$ cat src/rtl/ps2_pkg.sv
// Shared definitions for the PS/2 host init controller.
//  - state_e     : controller FSM encoding (also exported on dbg_state)
//  - CMD_*/RSP_* : keyboard command and response bytes
//  - INIT_SEQ    : bytes sent in order during initialisation
//  - odd_parity  : PS/2 parity bit for a data byte
package ps2_pkg;

  typedef enum logic [3:0] {
    StIdle     = 4'd0,
    StInhibit  = 4'd1,
    StStart    = 4'd2,
    StTxBits   = 4'd3,
    StTxAck    = 4'd4,
    StWaitIdle = 4'd5,
    StWaitResp = 4'd6,
    StWaitBat  = 4'd7,
    StNext     = 4'd8,
    StDone     = 4'd9,
    StError    = 4'd10
  } state_e;

  localparam logic [7:0] CMD_RESET       = 8'hFF;
  localparam logic [7:0] CMD_TYPEMATIC   = 8'hF3;
  localparam logic [7:0] CMD_ENABLE      = 8'hF4;
  localparam logic [7:0] PARAM_TYPEMATIC = 8'h00;

  localparam logic [7:0] RSP_ACK      = 8'hFA;
  localparam logic [7:0] RSP_RESEND   = 8'hFE;
  localparam logic [7:0] RSP_BAT_OK   = 8'hAA;
  localparam logic [7:0] RSP_BAT_FAIL = 8'hFC;

  // Index 0 is the first byte sent.
  localparam logic [0:3][7:0] INIT_SEQ = {CMD_RESET, CMD_TYPEMATIC, PARAM_TYPEMATIC, CMD_ENABLE};

  function automatic logic odd_parity(input logic [7:0] b);
    return ~(^b);
  endfunction

endpackage

$ cat src/rtl/ps2_tx_shifter.sv
// Host->device PS/2 byte transmitter.
//  Synchronises the raw pads, detects falling clock edges and walks through the
//  11 device-generated clocks of one host->device frame.
// Ports:
//  sys_clk, reset          clock, asynchronous active-low reset
//  i_ps2_clk, i_ps2_dat    raw pad inputs (asynchronous)
//  i_go                    load i_byte and pull data low (start bit)
//  i_abort                 drop the frame and release data
//  i_byte                  byte to send
//  o_dat_oe                1 = pull data low
//  o_busy                  frame in progress
//  o_ack_phase             stop bit sent, waiting for the device ack clock
//  o_acked, o_nack         1-cycle result of the ack clock (data low / high)
//  o_clk_sync, o_dat_sync  synchronised pad levels
module ps2_tx_shifter
  import ps2_pkg::*;
(
  input  logic       sys_clk,
  input  logic       reset,
  input  logic       i_ps2_clk,
  input  logic       i_ps2_dat,
  input  logic       i_go,
  input  logic       i_abort,
  input  logic [7:0] i_byte,
  output logic       o_dat_oe,
  output logic       o_busy,
  output logic       o_ack_phase,
  output logic       o_acked,
  output logic       o_nack,
  output logic       o_clk_sync,
  output logic       o_dat_sync
);

  logic       r_clk_meta, r_clk_sync, r_clk_prev;
  logic       r_dat_meta, r_dat_sync;
  logic [8:0] r_shift, w_shift_nxt;
  logic [3:0] r_edge_cnt, w_edge_cnt_nxt;
  logic       r_busy, w_busy_nxt;
  logic       r_dat_oe, w_dat_oe_nxt;
  logic       r_acked, w_acked_nxt;
  logic       r_nack, w_nack_nxt;
  logic       w_clk_fall;

  // Idle bus is high, so the synchronisers reset to 1.
  always_ff @(posedge sys_clk or negedge reset) begin
    if (!reset) begin
      r_clk_meta <= 1'b1;
      r_clk_sync <= 1'b1;
      r_clk_prev <= 1'b1;
      r_dat_meta <= 1'b1;
      r_dat_sync <= 1'b1;
    end else begin
      r_clk_meta <= i_ps2_clk;
      r_clk_sync <= r_clk_meta;
      r_clk_prev <= r_clk_sync;
      r_dat_meta <= i_ps2_dat;
      r_dat_sync <= r_dat_meta;
    end
  end

  assign w_clk_fall = r_clk_prev & ~r_clk_sync;

  // r_edge_cnt holds the number of falling edges already seen in this frame.
  always_comb begin
    w_shift_nxt    = r_shift;
    w_edge_cnt_nxt = r_edge_cnt;
    w_busy_nxt     = r_busy;
    w_dat_oe_nxt   = r_dat_oe;
    w_acked_nxt    = 1'b0;
    w_nack_nxt     = 1'b0;
    if (i_abort) begin
      w_busy_nxt   = 1'b0;
      w_dat_oe_nxt = 1'b0;
    end else if (i_go) begin
      w_shift_nxt    = {odd_parity(i_byte), i_byte};
      w_edge_cnt_nxt = 4'd0;
      w_busy_nxt     = 1'b1;
      w_dat_oe_nxt   = 1'b1;
    end else if (r_busy && w_clk_fall) begin
      w_edge_cnt_nxt = r_edge_cnt + 4'd1;
      if (r_edge_cnt < 4'd9) begin
        // Edges 1..9: d0..d7 then parity, LSB first.
        w_dat_oe_nxt = ~r_shift[0];
        w_shift_nxt  = {1'b0, r_shift[8:1]};
      end else if (r_edge_cnt == 4'd9) begin
        w_dat_oe_nxt = 1'b0;
      end else begin
        // Edge 11: the device pulls data low to acknowledge.
        w_busy_nxt  = 1'b0;
        w_acked_nxt = ~r_dat_sync;
        w_nack_nxt  = r_dat_sync;
      end
    end
  end

  always_ff @(posedge sys_clk or negedge reset) begin
    if (!reset) begin
      r_shift    <= '0;
      r_edge_cnt <= '0;
      r_busy     <= 1'b0;
      r_dat_oe   <= 1'b0;
      r_acked    <= 1'b0;
      r_nack     <= 1'b0;
    end else begin
      r_shift    <= w_shift_nxt;
      r_edge_cnt <= w_edge_cnt_nxt;
      r_busy     <= w_busy_nxt;
      r_dat_oe   <= w_dat_oe_nxt;
      r_acked    <= w_acked_nxt;
      r_nack     <= w_nack_nxt;
    end
  end

  assign o_dat_oe    = r_dat_oe;
  assign o_busy      = r_busy;
  assign o_ack_phase = r_busy && (r_edge_cnt == 4'd10);
  assign o_acked     = r_acked;
  assign o_nack      = r_nack;
  assign o_clk_sync  = r_clk_sync;
  assign o_dat_sync  = r_dat_sync;

endmodule

$ cat src/rtl/ps2_host_init_ctrl.sv
// PS/2 host init controller: sends FF, F3 00, F4 to the keyboard, checking
// each response and retrying on resend, NAK or timeout.
// Ports:
//  sys_clk, reset             clock, asynchronous active-low reset
//  start                      pulse; starts the sequence from IDLE/DONE/ERROR
//  ps2_clk_i, ps2_dat_i       raw pad inputs
//  ps2_clk_oe, ps2_dat_oe     1 = pull the line low
//  rx_valid, rx_data          bytes from the existing receiver
//  rx_enable                  0 while the host owns the bus
//  ready, error               sequence complete / retries exhausted
//  dbg_state                  current FSM state
module ps2_host_init_ctrl
  import ps2_pkg::*;
#(
  parameter int unsigned CLK_HZ     = 50_000_000,
  parameter int unsigned INHIBIT_US = 120,
  parameter int unsigned BYTE_TO_MS = 20,
  parameter int unsigned BAT_TO_MS  = 1000,
  parameter int unsigned RETRIES    = 3
) (
  input  logic       sys_clk,
  input  logic       reset,
  input  logic       start,
  input  logic       ps2_clk_i,
  input  logic       ps2_dat_i,
  output logic       ps2_clk_oe,
  output logic       ps2_dat_oe,
  input  logic       rx_valid,
  input  logic [7:0] rx_data,
  output logic       rx_enable,
  output logic       ready,
  output logic       error,
  output logic [3:0] dbg_state
);

  // 64-bit so that CLK_HZ * time never overflows before the divide.
  localparam longint unsigned InhibitCyc = 64'(INHIBIT_US) * 64'(CLK_HZ) / 64'd1_000_000;
  localparam longint unsigned ByteToCyc  = 64'(BYTE_TO_MS) * 64'(CLK_HZ) / 64'd1_000;
  localparam longint unsigned BatToCyc   = 64'(BAT_TO_MS) * 64'(CLK_HZ) / 64'd1_000;
  localparam longint unsigned MaxTo      = (ByteToCyc > BatToCyc) ? ByteToCyc : BatToCyc;
  localparam longint unsigned MaxCyc     = (MaxTo > InhibitCyc) ? MaxTo : InhibitCyc;
  localparam int unsigned     TimerW     = $clog2(MaxCyc + 64'd1);

  localparam logic [TimerW-1:0] InhibitLast = TimerW'(InhibitCyc - 64'd1);
  localparam logic [TimerW-1:0] ByteToLast  = TimerW'(ByteToCyc - 64'd1);
  localparam logic [TimerW-1:0] BatToLast   = TimerW'(BatToCyc - 64'd1);
  localparam logic [1:0]        RetryMax    = 2'(RETRIES);

  state_e            r_state, w_state_nxt;
  logic [2:0]        r_idx, w_idx_nxt;
  logic [1:0]        r_retry, w_retry_nxt;
  logic [TimerW-1:0] r_timer;
  logic              r_clk_oe, r_rx_enable, r_ready, r_error;

  logic       w_go, w_abort, w_retry_req, w_timer_clr, w_host_owns;
  logic       w_byte_to, w_bat_to;
  logic [7:0] w_cmd;
  logic       w_dat_oe, w_busy, w_ack_phase, w_acked, w_nack, w_clk_sync, w_dat_sync;

  ps2_tx_shifter u_tx (
    .sys_clk     (sys_clk),
    .reset       (reset),
    .i_ps2_clk   (ps2_clk_i),
    .i_ps2_dat   (ps2_dat_i),
    .i_go        (w_go),
    .i_abort     (w_abort),
    .i_byte      (w_cmd),
    .o_dat_oe    (w_dat_oe),
    .o_busy      (w_busy),
    .o_ack_phase (w_ack_phase),
    .o_acked     (w_acked),
    .o_nack      (w_nack),
    .o_clk_sync  (w_clk_sync),
    .o_dat_sync  (w_dat_sync)
  );

  assign w_cmd     = INIT_SEQ[r_idx[1:0]];
  assign w_byte_to = (r_timer >= ByteToLast);
  assign w_bat_to  = (r_timer >= BatToLast);

  always_comb begin
    w_state_nxt = r_state;
    w_idx_nxt   = r_idx;
    w_retry_nxt = r_retry;
    w_go        = 1'b0;
    w_abort     = 1'b0;
    w_retry_req = 1'b0;
    unique case (r_state)
      StIdle, StDone, StError: begin
        if (start) begin
          w_idx_nxt   = 3'd0;
          w_retry_nxt = 2'd0;
          w_state_nxt = StInhibit;
        end
      end
      StInhibit: begin
        if (r_timer >= InhibitLast) begin
          w_go        = 1'b1;
          w_state_nxt = StStart;
        end
      end
      StStart, StTxBits: begin
        if (w_byte_to) begin
          w_abort     = 1'b1;
          w_retry_req = 1'b1;
        end else if (r_state == StStart && w_busy) begin
          w_state_nxt = StTxBits;
        end else if (r_state == StTxBits && w_ack_phase) begin
          w_state_nxt = StTxAck;
        end
      end
      StTxAck: begin
        if (w_acked) begin
          w_state_nxt = StWaitIdle;
        end else if (w_nack) begin
          w_retry_req = 1'b1;
        end else if (w_byte_to) begin
          w_abort     = 1'b1;
          w_retry_req = 1'b1;
        end
      end
      StWaitIdle: begin
        if (w_clk_sync && w_dat_sync) begin
          w_state_nxt = StWaitResp;
        end else if (w_byte_to) begin
          w_retry_req = 1'b1;
        end
      end
      StWaitResp: begin
        // A received byte takes priority over a timeout in the same cycle.
        if (rx_valid) begin
          if (rx_data == RSP_ACK) begin
            if (w_cmd == CMD_RESET) begin
              w_state_nxt = StWaitBat;
            end else begin
              w_idx_nxt   = r_idx + 3'd1;
              w_state_nxt = StNext;
            end
          end else if (rx_data == RSP_RESEND) begin
            w_retry_req = 1'b1;
          end
        end else if (w_byte_to) begin
          w_retry_req = 1'b1;
        end
      end
      StWaitBat: begin
        if (rx_valid) begin
          if (rx_data == RSP_BAT_OK) begin
            w_idx_nxt   = r_idx + 3'd1;
            w_state_nxt = StNext;
          end else if (rx_data == RSP_BAT_FAIL) begin
            w_retry_req = 1'b1;
          end
        end else if (w_bat_to) begin
          w_retry_req = 1'b1;
        end
      end
      StNext: begin
        if (r_idx == 3'd4) begin
          w_state_nxt = StDone;
        end else begin
          w_retry_nxt = 2'd0;
          w_state_nxt = StInhibit;
        end
      end
      default: w_state_nxt = StIdle;
    endcase

    if (w_retry_req) begin
      if (r_retry < RetryMax) begin
        w_retry_nxt = r_retry + 2'd1;
        w_state_nxt = StInhibit;
      end else begin
        w_state_nxt = StError;
      end
    end
  end

  // The BAT wait gets its own window, measured from entry to WAIT_BAT.
  assign w_timer_clr = ((w_state_nxt == StInhibit) && (r_state != StInhibit)) ||
                       ((w_state_nxt == StWaitBat) && (r_state != StWaitBat));

  assign w_host_owns = w_state_nxt inside {StInhibit, StStart, StTxBits, StTxAck, StWaitIdle};

  always_ff @(posedge sys_clk or negedge reset) begin
    if (!reset) begin
      r_state     <= StIdle;
      r_idx       <= '0;
      r_retry     <= '0;
      r_timer     <= '0;
      r_clk_oe    <= 1'b0;
      r_rx_enable <= 1'b1;
      r_ready     <= 1'b0;
      r_error     <= 1'b0;
    end else begin
      r_state <= w_state_nxt;
      r_idx   <= w_idx_nxt;
      r_retry <= w_retry_nxt;
      if (w_timer_clr) begin
        r_timer <= '0;
      end else if (r_timer != '1) begin
        r_timer <= r_timer + TimerW'(1);
      end
      // Clock stays held through START so data is already low when it is released.
      r_clk_oe    <= (w_state_nxt == StInhibit) || (w_state_nxt == StStart);
      r_rx_enable <= ~w_host_owns;
      r_ready     <= (w_state_nxt == StDone);
      r_error     <= (w_state_nxt == StError);
    end
  end

  assign ps2_clk_oe = r_clk_oe;
  assign ps2_dat_oe = w_dat_oe;
  assign rx_enable  = r_rx_enable;
  assign ready      = r_ready;
  assign error      = r_error;
  assign dbg_state  = r_state;

endmodule
$ cat config.mk
export PLATFORM = sky130hd
export DESIGN_NAME = ps2_host_init_ctrl
export DESIGN_NICKNAME = d
export VERILOG_FILES = /design/src/rtl/ps2_pkg.sv /design/src/rtl/ps2_tx_shifter.sv /design/src/rtl/ps2_host_init_ctrl.sv
export SDC_FILE = /design/constraint.sdc
export NUM_CORES = 1
export LEC_CHECK = 0
export CAP_MARGIN = 20
export CORE_ASPECT_RATIO = 0.7
export CORE_MARGIN = 2
export CORE_UTILIZATION = 45
export DETAILED_ROUTE_END_ITERATION = 7
export HOLD_SLACK_MARGIN = 0.05
export MAX_ROUTING_LAYER = met4
export PLACE_DENSITY = 0.74
export SLEW_MARGIN = 30
export SYNTH_ARGS = -nofsm -noshare
export SYNTH_HDL_FRONTEND = slang
export SYNTH_SLANG_ARGS = --single-unit
export TNS_END_PERCENT = 5
$ cat constraint.sdc
create_clock -name sys_clk -period 4.48 [get_ports sys_clk]
set_input_delay 0.672 -clock sys_clk [delete_from_list [all_inputs] [get_ports sys_clk]]
set_output_delay 0.672 -clock sys_clk [all_outputs]
set_load 0.02 [all_outputs]
# Yosys cells after proc, flatten, opt, wreduce, memory -nomap -nowiden
# Index checks and enable logic that the tools add are counted.
# word_totals
register_bits	61
in_bits	14
output_inout_bits	9
elab_cells	174
# op_classes
addsub	4
order_cmp	6
eq_ne	37
muxes	75
n_bitwise	8
reduce_logical	25
# op_table
op	count
two-way mux 4 bit	17
two-way mux 26 bit	2
== test 8 bit, second input constant	5
two-way mux 1 bit	35
case mux 4 bit (8 select lines)	1
== test 4 x 3 -> 1 bit, second input constant	7
== test 4 bit, second input constant	7
two-way mux 9 bit	3
adder 26 x 1 -> 26 bit, second input constant	1
>= comparator 26 x 13 -> 1 bit, second input constant	1
>= comparator 26 x 20 -> 1 bit, second input constant	1
>= comparator 26 bit, second input constant	1
inequality test 26 bit, second input constant	1
two-way mux 3 bit	6
binary-select mux 8 bit (select 2 bit)	1
== test 4 x 2 -> 1 bit, second input constant	4
two-way mux 8 bit	2
inequality test 2 bit, second input constant	6
case mux 3 bit (3 select lines)	1
== test 4 x 1 -> 1 bit, second input constant	2
two-way mux 2 bit	4
parity 8 bit	1
logical AND 1 bit	7
AND reduction 7 bit	1
26 further kinds	38

# Logic depth before layout (Yosys ltp)
# Gate-level depths: netlist of the first run.
# logic_depth
word_depth	14
mapped_depth	10
mapped_depth_nobuf	9

# Modules after synthesis
# Synthesis of the first run repeated with hierarchy kept, for this count alone.
# hier_totals
hier_cells	402
area_unflattened_um2	3789.9
# modules_own_cells
module	instances	cells_each	area_each_um2	seq_area_each_um2
ps2_host_init_ctrl	1	313	2691.3	977.2
ps2_tx_shifter	1	89	1098.6	556.8

# Worst setup path before layout of the first run
# No wires, ideal clock.
# synth_timing
path_type	reg-to-reg
startpoint	reg r_timer[0]
endpoint	reg u_tx.r_shift[0]
t_arrival_ns	2.468
t_required_ns	4.355
path_slack_ns	1.888
stages_incl_launch_ff	8
cell_sequence	dfrtp_1 ha_1 and4_1 a2111o_1 a211oi_2 nor2_1 a21oi_2 mux2_2
# synth_via
elab_chain_cells	7
elab_cells_between_ends	13
classes_between	order compare (2); mux (7); bitwise (1); reduce/logical (3)
# synth_rtl
item	line	rtl
from (decl)	ps2_host_init_ctrl.sv:52	logic [TimerW-1:0] r_timer;
from (signal assigned)	ps2_host_init_ctrl.sv:202	r_timer <= r_timer + TimerW'(1);
>= comparator 26 x 20 -> 1 bit	ps2_host_init_ctrl.sv:78	assign w_byte_to = (r_timer >= ByteToLast);
two-way mux 1 bit	ps2_host_init_ctrl.sv:103, ps2_host_init_ctrl.sv:117	
two-way mux 1 bit	ps2_host_init_ctrl.sv:115	end else if (w_nack) begin
two-way mux 1 bit	ps2_host_init_ctrl.sv:113	if (w_acked) begin
case mux 1 bit (2 select lines)	ps2_host_init_ctrl.sv:88	unique case (r_state)
inverter 1 bit (no source line)	n/a	
AND reduction 3 bit (no source line)	n/a	
to (signal assigned)	ps2_tx_shifter.sv:105	r_shift <= w_shift_nxt;
to (decl)	ps2_tx_shifter.sv:36	logic [8:0] r_shift, w_shift_nxt;
# Parallel ways exist; a longest one is shown, timed or not.
# A chain may end at the register's enable or synchronous reset.

# Worst setup path after layout of the first run
# layout_timing
startpoint	reg r_timer[0]
endpoint	reg r_timer[4]
# layout_via
elab_chain_cells	10
elab_cells_between_ends	25
classes_between	add/sub (1); order compare (3); eq/ne (3); mux (14); reduce/logical (4)
# layout_rtl
item	line	rtl
>= comparator 26 x 20 -> 1 bit	ps2_host_init_ctrl.sv:78	
two-way mux 1 bit	n/a	
two-way mux 1 bit	ps2_host_init_ctrl.sv:115	
two-way mux 1 bit	ps2_host_init_ctrl.sv:113	
case mux 1 bit (5 select lines)	ps2_host_init_ctrl.sv:88	
two-way mux 4 bit	ps2_host_init_ctrl.sv:169	if (w_retry_req) begin
== test 4 x 1 -> 1 bit or == test 4 x 3 -> 1 bit (tied branches)	ps2_host_init_ctrl.sv:180, ps2_host_init_ctrl.sv:181	
logical AND 1 bit, on equally long branches	ps2_host_init_ctrl.sv:180, ps2_host_init_ctrl.sv:181	
logical OR 1 bit	ps2_host_init_ctrl.sv:180	assign w_timer_clr = ((w_state_nxt == StInhibit) && (r_state != StInhibit)) ||
two-way mux 26 bit or nonzero test 2 bit (tied branches)	n/a	
# Parallel ways exist; a longest one is shown, timed or not. The select of a mux whose other input is x is not followed.

==> insert_results.sql, run 1 <==
INSERT INTO impl_metrics (metric_group, metric, value, unit) VALUES
('run_status', 'outcome', 'complete, but fails checks', ''),
('run_status', 'violations', 'design-rule violations', ''),
('clock_network', 'number_of_hold_buffers_added_after_cts', '0', ''),
('sta', 'timing.final.crit_period', '3.19', 'ns'),
('cells_and_area', 'final_cell_mix', 'sky130_fd_sc_hd__dfrtp_1 (55), sky130_fd_sc_hd__nor2_1 (46), sky130_fd_sc_hd__inv_1 (23)', ''),
('yosys', 'mux_contribution_to_synthesized_area', '0.0609', ''),
('setup_path', 'cell_depth_of_the_worst_setup_path', '7', ''),
('cells_and_area', 'layout-area-overhead-vs-synth', '15.7', '%'),
('die', 'core_region_area', '7970', 'um^2'),
('placement', 'count_of_placed_standard_cells_including_taps', '506', ''),
('sta', 'setup_viol', '0', ''),
('setup_path', 'cp-startpoint', 'r_timer[0]', ''),
('setup_path', 'criticalPathCategory', 'reg -> reg', ''),
('yosys', 'ys.warnings.count', '0', ''),
('clock_network', 'cts_repair_resize_count', '0', ''),
('yosys', 'synthXorXnorAreaFrac', '0.0605', ''),
('die', 'die_w', '113', 'um'),
('yosys', 'synth.top_cells.by_area', 'sky130_fd_sc_hd__dfrtp_1 (37%), sky130_fd_sc_hd__xnor2_1 (5.1%), sky130_fd_sc_hd__nor2_1 (4.6%)', ''),
('clock_network', 'clock_latency', '0.33', 'ns'),
('yosys', 'synth-simple-area-share', '0.246', ''),
('clock_network', 'cts_max_path_buffers', '2', ''),
('clock_network', 'path_clk_slew', '0.05', 'ns'),
('global_routing', 'grt_antenna_before_repair', '0', ''),
('cells_and_area', 'post_route_cells_drive_above_1_share', '0.107', ''),
('flow_run', 'drv_cap', '0', ''),
('setup_path', 'worst_setup_path_end_kind', 'flip-flop', ''),
('setup_path', 'critical-path-top-delay-family', 'compound AO/OA/AOI/OAI gates', ''),
('clock_network', 'cts-buffers-inserted', '9', ''),
('drt', 'post_drt_via_cell_ratio', '6.05', ''),
('global_routing', 'grt_overflow', '0', ''),
('cells_and_area', 'layout.cell_area.non_filler', '4350', 'um^2'),
('drt', 'drt_iter0_drc', '181', ''),
('setup_path', 'crit_path_max_fanout', '26', ''),
('setup_path', 'endpoint', 'r_timer[4]', ''),
('setup_path', 'cp_slowest_stage_delay', '0.55', 'ns'),
('die', 'chipHeight', '80.5', 'um'),
('placement', 'dpl.hpwl', '6270', 'um'),
('cells_and_area', 'mostFrequentLayoutCell', 'sky130_fd_sc_hd__dfrtp_1', ''),
('setup_path', 'regToRegSetupSlack', '1.29', 'ns'),
('power_and_ir_drop', 'leakage', '1.76', 'nW'),
('global_routing', 'grt_pass1_vias', '2833', ''),
('yosys', 'syn-num-nets', '424', ''),
('die', 'design.portCount', '23', ''),
('sta', 'fmaxAchievable', '313', 'MHz'),
('drt', 'post_drt_wl_per_cell', '16.8', 'um'),
('setup_path', 'required', '4.71', 'ns'),
('placement', 'placement.cell_area', '4020', 'um^2'),
('die', 'initial_core_util', '0.472', ''),
('drt', 'drc_errors', '1', ''),
('sta', 'timing.final.crit_share', '0.713', ''),
('yosys', 'synth_cell_types', '65', ''),
('global_routing', 'global_route_wire_length_before_repair', '14700', 'um'),
('setup_path', 'cp_data_arrival_time', '3.43', 'ns'),
('placement', 'gp_congestion', '0.906', ''),
('yosys', 'synth_area_per_cell', '9.38', 'um^2'),
('drt', 'route.final.wire_length', '8780', 'um'),
('clock_network', 'postCtsSetupBuffers', '0', ''),
('yosys', 'mappedNetlistArea', '3760', 'um^2'),
('drt', 'antenna_violating_nets_post_route', '0', ''),
('sta', 'slew_violations', '0', ''),
('sta', 'worst_rel_slew_slack', '0.446', ''),
('die', 'floorplan.die_area', '9120', 'um^2'),
('clock_network', 'h-tree-depth', '3', ''),
('sta', 'timing_worst_slew_pin_value', '0.810', 'ns'),
('yosys', 'synth-compound-area-share', '0.142', ''),
('setup_path', 'worst_setup_path_start_kind', 'flip-flop', ''),
('clock_network', 'tritoncts_clock_tree', 'done', ''),
('yosys', 'postSynth.asyncResetShare', '1.00', ''),
('sta', 'unrepaired_setup_endpoints_after_global_routing', 'false', ''),
('yosys', 'synth-seq-area-share', '0.408', ''),
('worst_hold_path', 'hp-class', 'in -> async', '');
[flip-flops by register name, summed over array words and instances (netlist names), 2 cells and up]
register	count
r_retry	2
u_tx.r_shift	9
r_idx	3
r_timer	26
u_tx.r_edge_cnt	4
dbg_state	4
[worst register-to-register path: cells and delay by family (launching register included)]
| kind | cells | cell delay [ns] |
|---|---|---|
| DFF | 1 | 0.41 |
| adders and majority gates | 1 | 0.26 |
| AOI/OAI and AO/OA | 5 | 2.19 |
| and+or+nand+nor | 1 | 0.23 |
[cell families (layout without fill, tap and decap cells)]
group,after synthesis,after routing
buffers and inverters,45,65
multiplexers,22,22
XOR/XNOR,26,26
flip-flops,61,61
adder cells (fa/ha/maj),9,9
AND/OR/NAND/NOR,169,169
AO/OA/AOI/OAI,69,69
[through the flow]
stage | hold WS [ns] | power, mW | utilization | setup slack, ns
floorplan | 0.345 | 0.572 | - | 1.89
global placement | 0.349 | 0.599 | 0.505 | 1.40
detailed placement | 0.347 | 0.599 | 0.505 | 1.31
CTS | 0.304 | 1.36 | 0.546 | 1.35
global route | 0.326 | 1.39 | 0.546 | 1.05
finish | 0.286 | 1.35 | 0.546 | 1.29
[final cells by class]
| cell class | instances | area [um^2] |
|---|---|---|
| inverters | 24 | 90.1 |
| fillers | 706 | 3620 |
| repair buffers | 25 | 238 |
| clock buffers | 12 | 256 |
| multi-input cells | 295 | 2040 |
| flip-flops and latches | 61 | 1530 |
| clock inverters | 4 | 70.1 |
| well taps | 101 | 126 |
[per-layer routing]
| layer | track usage | up-vias | wire length (um) |
|---|---|---|---|
| met5 | - | - | 0 |
| met4 | 0.0585 | 0 | 68 |
| met3 | 0.0543 | 8 | 502 |
| met2 | 0.305 | 103 | 3900 |
| met1 | 0.305 | 1562 | 4310 |
| li1 | - | 1486 | - |
[report_power, final]
part | switching (mW) | internal [mW]
registers | 0.00156 | 0.556
clock network | 0.242 | 0.515
logic | 0.0183 | 0.0135
[cell usage after synthesis (5+ instances only)]
master	count
sky130_fd_sc_hd__nor2_1	46
sky130_fd_sc_hd__o21ai_0	6
sky130_fd_sc_hd__clkbuf_1	16
sky130_fd_sc_hd__mux2_2	7
sky130_fd_sc_hd__and3_1	6
sky130_fd_sc_hd__a31oi_1	5
sky130_fd_sc_hd__xnor2_1	22
sky130_fd_sc_hd__nand2_1	19
sky130_fd_sc_hd__a21oi_1	12
sky130_fd_sc_hd__nor2b_1	9
sky130_fd_sc_hd__dfstp_2	6
sky130_fd_sc_hd__dfrtp_1	55
sky130_fd_sc_hd__nor4_1	16
sky130_fd_sc_hd__o211ai_1	7
sky130_fd_sc_hd__ha_1	9
sky130_fd_sc_hd__inv_1	23
sky130_fd_sc_hd__nand3_1	15
sky130_fd_sc_hd__mux2i_1	15
sky130_fd_sc_hd__a211oi_1	5
sky130_fd_sc_hd__nand4_1	9
sky130_fd_sc_hd__nor3_1	15
[how the worst min path moves through the flow]
stage,endpoint,cells after the start,slack (ns),startpoint
2_1_floorplan,u_tx.o_clk_sync,0,0.35,u_tx.r_clk_meta
3_5_place_dp,u_tx.o_dat_sync,0,0.35,u_tx.r_dat_meta
3_3_place_gp,u_tx.o_clk_sync,0,0.35,u_tx.r_clk_meta
6_report,u_tx.r_edge_cnt[3],1,0.29,reset
4_1_cts,u_tx.r_edge_cnt[3],1,0.30,reset
5_1_grt,u_tx.r_edge_cnt[3],1,0.33,reset
Note: power is estimated with default switching activity, not from simulation.
==> inputs of run 2 (changes only) <==
PLACE_DENSITY = 0.77   (was 0.74)
clock period = 2.9 ns   (was 4.48 ns; I/O delays follow)
==> run 2 against run 1 <==
The flow still finishes with violations (design-rule violations). Hold slack lost 0.18 ns. Wire length increased by 2.0%. Clock skew up 0.0031 ns. Total power rose by 55%. First-iteration DRC count rose by 65%. Critical path depth increased by 2. Sequential power increased by 55%. Worst setup slack worse by 1.1 ns. Largest cell class unchanged. Register-to-register slack lost 1.1 ns. Highest routed layer unchanged. Clock power increased by 55%. Non-clock buffer count is 12 higher. Sequential share of layout area down 0.81 points.
==> insert_results.sql, run 2 (synthesized netlist as in run 1, its figures left out) <==
INSERT INTO impl_metrics (metric_group, metric, value, unit) VALUES
('power_and_ir_drop', 'power.clock.fraction', '0.562', ''),
('global_routing', 'global_route_wire_length_before_repair', '14700', 'um'),
('sta', 'finalClockSkew', '0.0107', 'ns'),
('drt', 'drc_errors', '2', ''),
('cells_and_area', 'reg.largest.list', 'r_timer (26), u_tx.r_shift (9)', ''),
('setup_path', 'worst_setup_path_end_kind', 'flip-flop', ''),
('cells_and_area', 'final_nets', '451', ''),
('drt', 'drt_pass1_iterations', '7', ''),
('die', 'floorplan.die_area', '9120', 'um^2'),
('drt', 'antenna_violating_nets_post_route', '0', ''),
('drt', 'post_drt_wl_per_cell', '16.8', 'um'),
('power_and_ir_drop', 'switching_share', '0.196', ''),
('power_and_ir_drop', 'vdd_ir_drop_max', '0.369', 'mV'),
('sta', 'setup_viol', '0', ''),
('drt', 'route.final.wire_length', '8960', 'um'),
('cells_and_area', 'final_cell_mix', 'sky130_fd_sc_hd__dfrtp_1 (55), sky130_fd_sc_hd__nor2_1 (46), sky130_fd_sc_hd__inv_1 (23)', ''),
('clock_network', 'h-tree-depth', '3', ''),
('power_and_ir_drop', 'cellPowerDensity', '468', 'nW/um^2'),
('sta', 'timing_worst_slew_pin_value', '0.680', 'ns'),
('cells_and_area', 'layout-area-overhead-vs-synth', '18.4', '%'),
('power_and_ir_drop', 'power.share.combinational', '0.025', ''),
('clock_network', 'clock_latency', '0.34', 'ns'),
('sta', 'setup_tns', '0', 'ns'),
('die', 'fp-row-count', '27', ''),
('setup_path', 'cp_data_arrival_time', '2.99', 'ns'),
('setup_path', 'r2r_start', 'r_timer[0]', ''),
('sta', 'fmaxAchievable', '366', 'MHz'),
('cells_and_area', 'largest_register_ffs', '26', ''),
('placement', 'gp_congestion', '0.939', ''),
('clock_network', 'clock_sinks', '61', ''),
('die', 'design.portCount', '23', ''),
('cells_and_area', 'post-route-util', '0.559', ''),
('power_and_ir_drop', 'power.share.sequential', '0.413', ''),
('sta', 'timing.final.crit_share', '0.943', ''),
('setup_path', 'r2r_end', 'u_tx.r_shift[3]', ''),
('sta', 'worst_rel_slew_slack', '0.547', ''),
('drt', 'post_drt_via_cell_ratio', '5.97', ''),
('setup_path', 'timing.critical_path.cells', 'ha_1, and4_1, a2111o_1, a211oi_2, buf_4, nor2_1, a21oi_2, buf_4, mux2i_1', ''),
('cells_and_area', 'mostFrequentLayoutCell', 'sky130_fd_sc_hd__dfrtp_1', ''),
('clock_network', 'cts_max_path_buffers', '2', ''),
('die', 'chipHeight', '80.5', 'um'),
('setup_path', 'worst_setup_path_start_kind', 'flip-flop', ''),
('run_status', 'violations', 'design-rule violations', ''),
('setup_path', 'critPathMostFrequentCell', 'sky130_fd_sc_hd__buf_4', ''),
('setup_path', 'cell_depth_of_the_worst_setup_path', '9', ''),
('run_status', 'outcome', 'complete, but fails checks', ''),
('clock_network', 'postCtsSetupBuffers', '0', ''),
('setup_path', 'critical-path-top-delay-family', 'compound AO/OA/AOI/OAI gates', ''),
('placement', 'dpl.hpwl', '6460', 'um'),
('flow_run', 'drv_cap', '0', ''),
('setup_path', 'worstPathBufferInverterCount', '2', ''),
('setup_path', 'regToRegSetupSlack', '0.16', 'ns'),
('cells_and_area', 'largest-register', 'r_timer', ''),
('clock_network', 'cts-buffers-inserted', '9', ''),
('global_routing', 'grt_start_max_net_pins', '28', ''),
('placement', 'io_buffers', '22', ''),
('global_routing', 'grt_pass1_vias', '2947', ''),
('sta', 'slew_violations', '0', ''),
('die', 'die_w', '113', 'um'),
('drt', 'drt_iter0_drc', '298', ''),
('setup_path', 'criticalPathCategory', 'reg -> reg', ''),
('worst_hold_path', 'hp-class', 'in -> async', ''),
('clock_network', 'path_clk_slew', '0.06', 'ns'),
('clock_network', 'number_of_hold_buffers_added_after_cts', '0', ''),
('clock_network', 'cts_repair_resize_count', '0', ''),
('global_routing', 'grt_antenna_before_repair', '0', ''),
('clock_network', 'tritoncts_clock_tree', 'done', ''),
('global_routing', 'grt_overflow', '0', ''),
('sta', 'timing.final.crit_period', '2.74', 'ns'),
('power_and_ir_drop', 'p_int', '1.68', 'mW'),
('power_and_ir_drop', 'power.switching', '0.408', 'mW'),
('die', 'initial_core_util', '0.472', ''),
('cells_and_area', 'antennaDiodeCount', '0', ''),
('sta', 'hold_violations', '0', ''),
('drt', 'num_vias', '3186', ''),
('setup_path', 'cp_slowest_stage_delay', '0.48', 'ns'),
('power_and_ir_drop', 'leakage', '1.82', 'nW'),
('setup_path', 'endpoint', 'u_tx.r_shift[3]', ''),
('setup_path', 'crit_path_max_fanout', '7', ''),
('cells_and_area', 'post_route_cells_drive_above_1_share', '0.132', ''),
('clock_network', 'clock_tree.root_cell', 'sky130_fd_sc_hd__clkbuf_16', ''),
('setup_path', 'cpMaxStageDelayCell', 'sky130_fd_sc_hd__a2111o_1', ''),
('sta', 'unrepaired_setup_endpoints_after_global_routing', 'false', ''),
('setup_path', 'required', '3.15', 'ns'),
('die', 'core_region_area', '7970', 'um^2'),
('setup_path', 'timing.reg2reg.worst_path_depth', '9', ''),
('global_routing', 'gr-usage-all-layers', '0.215', ''),
('setup_path', 'cp-startpoint', 'r_timer[0]', '');
## run 2: cell types whose count changed in the layout (fill, tap and decap cells not counted), sizes merged
cell / before / now
buf: 4 / 16
## run 2: worst reg2reg max path, stage by stage (launching register included)
cell	delay, ns
sky130_fd_sc_hd__dfrtp_1	0.42
sky130_fd_sc_hd__ha_1	0.25
sky130_fd_sc_hd__and4_1	0.21
sky130_fd_sc_hd__a2111o_1	0.48
sky130_fd_sc_hd__a211oi_2	0.27
sky130_fd_sc_hd__buf_4	0.18
sky130_fd_sc_hd__nor2_1	0.06
sky130_fd_sc_hd__a21oi_2	0.36
sky130_fd_sc_hd__buf_4	0.21
sky130_fd_sc_hd__mux2i_1	0.21
## run 2: layout make-up
cell class | count | area (um^2)
Clock inverter | 4 | 70.1
Clock buffer | 12 | 256
Inverter | 24 | 90.1
Sequential cell | 61 | 1530
Timing Repair Buffer | 37 | 340
Fill cell | 695 | 3520
Tap cell | 101 | 126
Multi-Input combinational cell | 295 | 2040
## run 2: worst min path at each step
stage,end,cells after the start,slack (ns),start
detailed placement,u_tx.o_clk_sync,0,0.35,u_tx.r_clk_meta
finish,u_tx.r_shift[5],1,0.11,reset
floorplan,dbg_state[0],0,0.14,reset
global placement,u_tx.o_dat_sync,0,0.35,u_tx.r_dat_meta
global route,u_tx.r_edge_cnt[2],1,0.15,reset
CTS,u_tx.r_shift[5],1,0.12,reset
## run 2: power by group through the flow
| stage | Clock [mW] | Sequential, mW | Combinational, mW |
|---|---|---|---|
| 6_report | 1.17 | 0.862 | 0.0513 |
| 5_1_grt | 1.23 | 0.862 | 0.0575 |
| 4_1_cts | 1.20 | 0.862 | 0.0525 |
| 3_5_place_dp | 0 | 0.876 | 0.0521 |
| 2_1_floorplan | 0 | 0.875 | 0.00886 |
| 3_3_place_gp | 0 | 0.876 | 0.0507 |
## run 2: routing by layer
metal | share of wire | up-vias | GRT usage | wire (um)
met2 | 0.44 | 134 | 0.311 | 3970
li1 | - | 1512 | - | -
met3 | 0.076 | 11 | 0.0558 | 682
met4 | 0.015 | 0 | 0.0756 | 135
met1 | 0.47 | 1529 | 0.293 | 4170
met5 | 0 | - | - | 0
## run 2: through the flow
step | setup WS [ns] | std cells | hold WS [ns] | power [mW] | area (um^2)
floorplan | 0.308 | 401 | 0.139 | 0.884 | 3760
global placement | 0.288 | 518 | 0.347 | 0.926 | 4130
detailed placement | 0.186 | 518 | 0.350 | 0.928 | 4130
CTS | 0.158 | 534 | 0.122 | 2.11 | 4450
global route | 0.0210 | 534 | 0.152 | 2.15 | 4450
finish | 0.165 | 534 | 0.108 | 2.08 | 4450
==> inputs of run 3 (changes only) <==
PLACE_DENSITY = 0.74   (was 0.77)
clock period = 3.2 ns   (was 2.9 ns; I/O delays follow)
==> run 3 against run 2 <==
The run still ends with design-rule violations left. Cell count shrank 0.75%. Critical path depth shrank 2. Via count shrank 3.3%. Sequential share of layout area grew 0.32 points. Register-to-register slack gained 0.21 ns. Wire length shrank 4.9%. Maximum frequency shrank 3.4%. Sequential power shrank 9.5%.
==> insert_results.sql, run 3 (synthesized netlist as in run 1, its figures left out) <==
INSERT INTO impl_metrics (metric_group, metric, value, unit) VALUES
('clock_network', 'cts_max_path_buffers', '2', ''),
('power_and_ir_drop', 'vdd_ir_drop_max', '0.317', 'mV'),
('drt', 'antenna_violating_nets_post_route', '0', ''),
('global_routing', 'grt_pass1_vias', '2828', ''),
('clock_network', 'cts_repair_resize_count', '0', ''),
('sta', 'fmaxAchievable', '353', 'MHz'),
('global_routing', 'grt_start_max_net_pins', '50', ''),
('cells_and_area', 'antennaDiodeCount', '0', ''),
('placement', 'dpl.hpwl', '6120', 'um'),
('setup_path', 'timing.reg2reg.worst_path_depth', '7', ''),
('cells_and_area', 'largest-register', 'r_timer', ''),
('placement', 'io_buffers', '22', ''),
('drt', 'post_drt_wl_per_cell', '16.1', 'um'),
('setup_path', 'worst_setup_path_start_kind', 'flip-flop', ''),
('worst_hold_path', 'hp-class', 'in -> async', ''),
('drt', 'drc_errors', '1', ''),
('setup_path', 'required', '3.42', 'ns'),
('drt', 'drt_pass1_iterations', '6', ''),
('clock_network', 'path_clk_slew', '0.06', 'ns'),
('die', 'core_region_area', '7970', 'um^2'),
('sta', 'worst_rel_slew_slack', '0.571', ''),
('sta', 'finalClockSkew', '0.00572', 'ns'),
('die', 'floorplan.die_area', '9120', 'um^2'),
('drt', 'num_vias', '3080', ''),
('cells_and_area', 'post_route_cells_drive_above_1_share', '0.126', ''),
('sta', 'timing.final.crit_share', '0.884', ''),
('sta', 'hold_violations', '0', ''),
('die', 'initial_core_util', '0.472', ''),
('cells_and_area', 'post-route-util', '0.553', ''),
('sta', 'timing.final.crit_period', '2.83', 'ns'),
('run_status', 'violations', 'design-rule violations', ''),
('cells_and_area', 'reg.largest.list', 'r_timer (26), u_tx.r_shift (9)', ''),
('setup_path', 'r2r_start', 'r_timer[0]', ''),
('cells_and_area', 'layout-area-overhead-vs-synth', '17.3', '%'),
('drt', 'drt_iter0_drc', '229', ''),
('die', 'chipHeight', '80.5', 'um'),
('clock_network', 'cts-buffers-inserted', '9', ''),
('clock_network', 'clock_tree.root_cell', 'sky130_fd_sc_hd__clkbuf_16', ''),
('setup_path', 'regToRegSetupSlack', '0.37', 'ns'),
('setup_path', 'crit_path_max_fanout', '8', ''),
('die', 'die_w', '113', 'um'),
('cells_and_area', 'largest_register_ffs', '26', ''),
('power_and_ir_drop', 'leakage', '1.78', 'nW'),
('clock_network', 'h-tree-depth', '3', ''),
('global_routing', 'gr-usage-all-layers', '0.206', ''),
('power_and_ir_drop', 'cellPowerDensity', '423', 'nW/um^2'),
('sta', 'slew_violations', '0', ''),
('flow_run', 'drv_cap', '0', ''),
('sta', 'unrepaired_setup_endpoints_after_global_routing', 'false', ''),
('setup_path', 'r2r_end', 'u_tx.r_shift[2]', ''),
('clock_network', 'clock_latency', '0.34', 'ns'),
('sta', 'setup_viol', '0', ''),
('die', 'fp-row-count', '27', ''),
('setup_path', 'criticalPathCategory', 'reg -> reg', ''),
('sta', 'timing_worst_slew_pin_value', '0.644', 'ns'),
('cells_and_area', 'mostFrequentLayoutCell', 'sky130_fd_sc_hd__dfrtp_1', ''),
('global_routing', 'grt_antenna_before_repair', '0', ''),
('clock_network', 'clock_sinks', '61', ''),
('sta', 'setup_tns', '0', 'ns'),
('die', 'design.portCount', '23', ''),
('cells_and_area', 'final_cell_mix', 'sky130_fd_sc_hd__dfrtp_1 (55), sky130_fd_sc_hd__nor2_1 (46), sky130_fd_sc_hd__inv_1 (23)', ''),
('setup_path', 'worst_setup_path_end_kind', 'flip-flop', ''),
('setup_path', 'cp_data_arrival_time', '3.05', 'ns'),
('clock_network', 'tritoncts_clock_tree', 'done', ''),
('clock_network', 'number_of_hold_buffers_added_after_cts', '0', ''),
('drt', 'post_drt_via_cell_ratio', '5.81', ''),
('global_routing', 'grt_overflow', '0', ''),
('cells_and_area', 'final_nets', '447', ''),
('global_routing', 'global_route_wire_length_before_repair', '14100', 'um'),
('run_status', 'outcome', 'complete, but fails checks', ''),
('clock_network', 'postCtsSetupBuffers', '0', ''),
('placement', 'gp_congestion', '0.905', ''),
('drt', 'route.final.wire_length', '8520', 'um');
run 3: cell types whose count changed in the layout (fill, tap and decap cells not counted), sizes merged:
cell	delta
clkbuf	-3
buf	-4
clkinvlp	+3
run 3: power by group:
| group | switching [mW] | internal, mW | total (mW) |
|---|---|---|---|
| logic | 0.0258 | 0.0193 | 0.0451 |
| clock network | 0.360 | 0.683 | 1.04 |
| registers | 0.00234 | 0.778 | 0.780 |
run 3: cell type report:
type | count | area [um^2]
Clock buffer | 9 | 225
Clock inverter | 7 | 100
Fill cell | 698 | 3560
Inverter | 24 | 90.1
Multi-Input combinational cell | 295 | 2040
Sequential cell | 61 | 1530
Tap cell | 101 | 126
Timing Repair Buffer | 33 | 300
run 3: per-stage QoR:
stage          cell area [um^2]  hold slack [ns]  setup WS (ns)  instances  power, mW
3_5_place_dp               4090            0.348          0.388        514      0.840
2_1_floorplan              3760            0.184          0.608        401      0.801
3_3_place_gp               4080            0.346          0.458        514      0.839
6_report                   4410            0.159          0.370        530       1.87
5_1_grt                    4410            0.203          0.219        530       1.93
4_1_cts                    4410            0.177          0.379        530       1.89
run 3: worst max-delay path, cell delays in order (launching register included):
cell and delay (ns):
sky130_fd_sc_hd__dfrtp_1 0.41, sky130_fd_sc_hd__ha_1 0.25, sky130_fd_sc_hd__and4_1 0.21, sky130_fd_sc_hd__a2111o_1 0.48, sky130_fd_sc_hd__a211oi_2 0.38, sky130_fd_sc_hd__nor2_1 0.19, sky130_fd_sc_hd__a21oi_2 0.41, sky130_fd_sc_hd__mux2_2 0.39
run 3: how the worst max path moves through the flow:
stage	startpoint	endpoint	slack, ns	cells after the start
global placement	r_timer[0]	u_tx.r_shift[7]	0.46	7
finish	r_timer[0]	u_tx.r_shift[2]	0.37	7
global route	r_timer[0]	u_tx.r_shift[0]	0.22	7
CTS	r_timer[0]	u_tx.r_shift[7]	0.38	7
detailed placement	r_timer[0]	u_tx.r_shift[7]	0.39	7
floorplan	r_timer[0]	u_tx.r_shift[0]	0.61	7
run 3: layer usage:
layer,part of all wire,track usage,wire length [um]
met5,0,-,0
met2,0.41,0.289,3520
met4,0.012,0.0512,106
met1,0.51,0.287,4360
met3,0.062,0.0672,532
